[config.mk]
export PLATFORM = sky130hd
export DESIGN_NAME = instr_fetch_unit
export DESIGN_NICKNAME = d
export VERILOG_FILES = /design/src/rtl/instr_fetch_unit.sv
export SDC_FILE = /design/constraint.sdc
export NUM_CORES = 1
export LEC_CHECK = 0
export ABC_AREA = 1
export BUFFER_PORTS_ARGS = -buffer_cell sky130_fd_sc_hd__buf_2
export CAP_MARGIN = 30
export CORE_MARGIN = 2
export CORE_UTILIZATION = 50
export CTS_CLUSTER_SIZE = 12
export DETAILED_ROUTE_END_ITERATION = 6
export PLACE_DENSITY = 0.77
export SKIP_LAST_GASP = 1
export SYNTH_ARGS = -nofsm -noshare
export SYNTH_HDL_FRONTEND = slang
export SYNTH_SLANG_ARGS = --single-unit
[constraint.sdc]
create_clock -name clk -period 1.3 [get_ports clk]
set_input_delay 0.065 -clock clk [delete_from_list [all_inputs] [get_ports clk]]
set_output_delay 0.065 -clock clk [all_outputs]
set_load 0.02 [all_outputs]
[src/rtl/instr_fetch_unit.sv]
// rtl/instr_fetch_unit.sv - program counter, ROM fetch capture FIFO and decode handshake
module instr_fetch_unit #(
    parameter int                    DATA_WIDTH = 32,
    parameter logic [DATA_WIDTH-1:0] RESET_PC   = 32'h0040_0000,
    parameter int                    FIFO_DEPTH = 2
) (
    input  logic                  clk,
    input  logic                  reset,
    output logic [DATA_WIDTH-1:0] pc_o,
    input  logic [DATA_WIDTH-1:0] instr_i,
    input  logic                  redirect_i,
    input  logic [DATA_WIDTH-1:0] redirect_pc_i,
    output logic                  out_valid_o,
    output logic [DATA_WIDTH-1:0] out_instr_o,
    output logic [DATA_WIDTH-1:0] out_pc_o,
    input  logic                  out_ready_i,
    output logic                  misalign_o,
    output logic [31:0]           fetch_count_o
);

    localparam int PTR_W = (FIFO_DEPTH > 1) ? $clog2(FIFO_DEPTH) : 1;
    localparam int CNT_W = PTR_W + 1;
    localparam logic [CNT_W-1:0] DEPTH_C = CNT_W'(FIFO_DEPTH);

    logic [DATA_WIDTH-1:0] mem_pc    [FIFO_DEPTH];
    logic [DATA_WIDTH-1:0] mem_instr [FIFO_DEPTH];
    logic [PTR_W-1:0]      wr_ptr;
    logic [PTR_W-1:0]      rd_ptr;
    logic [CNT_W-1:0]      count;
    logic [DATA_WIDTH-1:0] pc_q;
    logic                  misalign_q;
    logic [31:0]           fetch_count_q;

    logic pop;
    logic push;
    logic full;

    assign full = (count == DEPTH_C);
    assign pop  = out_valid_o & out_ready_i;
    // A full FIFO can still accept the new fetch when the head leaves this cycle.
    assign push = ~redirect_i & (~full | pop);

    always_ff @(posedge clk or negedge reset) begin
        if (!reset) begin
            for (int i = 0; i < FIFO_DEPTH; i++) begin
                mem_pc[i]    <= '0;
                mem_instr[i] <= '0;
            end
        end else if (push) begin
            mem_pc[wr_ptr]    <= pc_q;
            mem_instr[wr_ptr] <= instr_i;
        end
    end

    // Redirect wins over both push and pop: pointers and count collapse to empty.
    always_ff @(posedge clk or negedge reset) begin
        if (!reset) begin
            wr_ptr <= '0;
            rd_ptr <= '0;
            count  <= '0;
        end else if (redirect_i) begin
            wr_ptr <= '0;
            rd_ptr <= '0;
            count  <= '0;
        end else begin
            if (push) begin
                wr_ptr <= wr_ptr + PTR_W'(1);
            end
            if (pop) begin
                rd_ptr <= rd_ptr + PTR_W'(1);
            end
            if (push && !pop) begin
                count <= count + CNT_W'(1);
            end else if (pop && !push) begin
                count <= count - CNT_W'(1);
            end
        end
    end

    always_ff @(posedge clk or negedge reset) begin
        if (!reset) begin
            pc_q <= RESET_PC;
        end else if (redirect_i) begin
            pc_q <= {redirect_pc_i[DATA_WIDTH-1:2], 2'b00};
        end else if (push) begin
            pc_q <= pc_q + DATA_WIDTH'(4);
        end
    end

    always_ff @(posedge clk or negedge reset) begin
        if (!reset) begin
            misalign_q <= 1'b0;
        end else if (redirect_i && (redirect_pc_i[1:0] != 2'b00)) begin
            misalign_q <= 1'b1;
        end
    end

    always_ff @(posedge clk or negedge reset) begin
        if (!reset) begin
            fetch_count_q <= '0;
        end else if (push) begin
            fetch_count_q <= fetch_count_q + 32'd1;
        end
    end

    // Head is read straight from storage flops, so out_* never see out_ready_i.
    assign pc_o          = pc_q;
    assign out_valid_o   = (count != '0);
    assign out_pc_o      = mem_pc[rd_ptr];
    assign out_instr_o   = mem_instr[rd_ptr];
    assign misalign_o    = misalign_q;
    assign fetch_count_o = fetch_count_q;

endmodule

==> metrics.md <==
| Metric | Value |
|---|---|
| Crit-path slowest cell | dfrtp_2 |
| Mean Syn Cell Area | 7.50 um^2 |
| Largest net degree at the start of global routing | 42 |
| Ys async rst share | 1.00 |
| Primary FF master, synth | dfrtp_1 |
| DR WL/cell | 20.5 um |
| Top post-synthesis cells by count | nand2_1, dfrtp_1, nor2_1, o21ai_0, inv_1 |
| IO Count | 198 |
| Vias in the first global route | 10,600 |
| Worst min path class | in -> reg |
| Synth warn | 0 |
| Crit Path Class | reg -> reg |
| Top cell type's share of synthesized area | 0.492 |
| Hold slack | 92.3 ps |
| DRT Wirelength | 41,000 um |
| IO Port Bufs | 193 |
| Largest family of logic cells by synthesized area | simple AND/OR/NAND/NOR gates |
| Die H | around 140 um |
| N_diodes | 0 |
| Final Skew | 16.2 ps |
| CP startpoint kind | flop |
| Drt drc | 0 |
| Cell Pwr Density | 1330 nW/um^2 |
| Layout cell share with drive strength beyond 1 | 0.408 |
| Leak Pwr | 0.00799 uW |
| Worst path bufs/invs | 2 |
| Highest Clock Rate | 572 MHz |
| Max-cap violation count | 0 |
| Final Hold Vio Count | 0 |
| Clk buf depth | 2 |
| Clk network pwr share | 0.263 |
| Worst Setup SP | pc_o[2] |
| Mapped Area | 9660 um^2 |
| Crit-path cells | ha_4 -> nand2_4 -> nor2_4 -> buf_6 -> buf_4 -> nand3b_1 -> nor2_1 -> nor2_1 -> nand2_1 -> o211ai_1 |
| Final std cell area, no fill | 15,800 um^2 |
| Total track usage | 0.346 |
| Multiplexer area fraction after synthesis | 0 |
| Worst R2R Start | pc_o[2] |
| Starting DRT DRC Count | 1,263 |
| Number of buffers created by CTS | 17 |
| Root buf cell | clkbuf_16 |
| Count leader, synth | nand2_1 |
| Sequential fraction of design power | 0.381 |
| Starting Density | 0.513 |
| Worst Path Max Fanout | 3 |
| Slew Limit Fails | 0 |
| P&R area growth vs syn | 63.9% |
| Routability Congestion | roughly 0.93 |
| DR pass1 iterations | 6 |
| Adder-Cell Fraction of Synth Area | 0.00259 |
| Min cycle time layout | 1750 ps |
| Flop-to-flop setup slack | -450 ps |
| Critical path's most frequent cell | nor2_1 |
| Synth area leaders | dfrtp_1, nand2_1, o21ai_0 |
| Synth Area in XOR/XNOR | 0.0163 |
| Final setup margin | -450 ps |
| Pre-CTS setup slack | -195 ps |
| Die area | 20,400 um^2 |
| RSZ-0062 raised after global routing | yes |
| Slowest stage delay, CP | 410 ps |
| Setup tns final | -54,390 ps |
| Die extent in x | 143 um |
| Top Family by Delay on Critical Path | simple AND/OR/NAND/NOR gates |
| Placeable core region | 18,800 um^2 |
| Post-DP Area | 11,900 um^2 |
| Switching Power | ~8000 uW |
| Yosys reg bits | between 150 and 200 |
| Min-delay src | out_ready_i |
| Post-synthesis sequential area ratio | 0.495 |
| Row count | 50 |
| First-pass GRT wire length | 54,500 um |
| Synth Area in Compound Gates | 0.0864 |
| Post-route ant nets | 0 |
| Final period util | 1.35 |
| Fin util | 0.841 |
| Initial antenna violation count | 0 |
| Detailed Place HPWL | 19,300 um |
| Outcome | complete, but fails checks |
| Synth unique cells | 39 |
| Peak supply drop | 1.17 mV |
| Filler cell count | slightly below 1,000 |
| Cell taking the most area after synthesis | dfrtp_1 |
| Simple-Gate Fraction of Synth Area | 0.325 |
| Internal | 13,100 uW |
| Logic pwr share | 0.356 |
| Failing checks | setup timing |
| Critical Path End Type | flop |
| Number of flops mapped to enable cells by yosys | 0 |
| Final setup vio count | 255 |
| Final #Nets | 1,794 |
| Vias | 11,400 |
| Synth Instances | between 1,000 and 1,500 |
| CTS Sinks | 191 |
| H-tree Lvls | 4 |
| Worst path arrival time | approximately 2000 ps |
| GR Overflow Total | 0 |
| Net switching fraction of the power | 0.379 |
| Worst EP required | 1610 ps |
| Clock-pin slew on the worst setup and hold paths | 80 ps |
| Via density per instance | 5.71 |
| CTS tree | done |
| Worst skew pair latency | 460 ps |
[kinds of logic (layout without fill, tap and decap cells)]
family,count (synthesis),count (layout)
compound gates,160,160
xor+xnor,18,18
fa+ha+maj,2,2
buf+inv,156,598
flops,191,191
other cells,1,4
simple gates,760,764
[tightest hold or removal path, stage by stage]
cell	delay, ps
buf_2	150
nor3_1	80
nor3_1	170
[power by group through the flow]
| stage | Sequential (uW) | Combinational [uW] | Clock, uW |
|---|---|---|---|
| after global routing | 8130 | 7920 | 5720 |
| after detailed placement | 7790 | 5080 | 0 |
| after CTS | 7770 | 6340 | 5410 |
| final | 8040 | 7500 | 5540 |
| after floorplan | 8040 | 2640 | 0 |
| after global placement | 7750 | 4950 | 0 |
[layer usage]
layer  share of wire  up-vias  GRT usage
met5               0        -          0
met4           0.060        0      0.155
li1                -     4923          -
met1            0.36     5434      0.441
met3           0.095      223     0.0630
met2            0.49      814      0.577
[registers in the layout, summed over array words and instances, names as in the netlist]
signal	cells
rd_ptr	1
mem_pc	60
pc_o	30
mem_instr	64
count	2
misalign_o	1
wr_ptr	1
fetch_count_o	32
[layout make-up]
| class | count | area (um^2) | area share |
|---|---|---|---|
| clock buffer | 19 | 453 | 0.0286 |
| timing repair buffer | 465 | 4390 | 0.277 |
| inverter | 101 | 425 | 0.0269 |
| sequential | 191 | 4820 | 0.304 |
| clock inverter | 13 | 140 | 0.00885 |
| multi-input combinational | 948 | 5290 | 0.334 |
| tap | 260 | 325 | 0.0205 |
[repair_timing]
action,in CTS,in global routing
endpoints found under the hold margin,285,0
pin swaps,22,51
endpoints found under the setup margin,239,254
hold buffers,66,0
cloned,27,10
setup buffers,31,28
gates resized for setup,172,248
[cells in the final DEF (no fill, tap or decap), types with 4 or more instances in the layout]
cell and count:
inv_8 4, nand3_1 52, nand2_4 56, nor2_4 20
a21oi_1 5, o211ai_1 7, dlygate4sd3_1 66, nand4_1 8
buf_12 31, xor2_1 12, nor2_2 18, o21ai_0 15
nand2_1 439, clkbuf_16 26, nand2_8 8, inv_4 4
dfrtp_1 159, buf_2 150, inv_6 7, nand3_2 7
buf_16 18, o21ai_1 66, buf_4 147, xnor2_1 6
dfrtp_2 31, buf_8 5, inv_2 4, o21ai_2 57
clkinv_4 4, inv_1 89, buf_6 35, nand2_2 57
nand3b_1 7, conb_1 4, nor2_1 80
[final timing paths]
kind,to,depth (start not counted)
hold / removal,count[1],3
min in group asynchronous,mem_instr[22],2
max in group asynchronous,pc_o[22],3
setup / recovery,pc_o[12],10
hold reg to reg,mem_instr[26],2
setup reg to reg,pc_o[12],10
[metrics by stage]
stage	total power [uW]	cells
floorplan	10700	1291
global placement	12700	1813
detailed placement	12900	1813
CTS	19500	1969
global route	21800	1997
finish	21100	1997
Power figures use the tool's default switching activity.
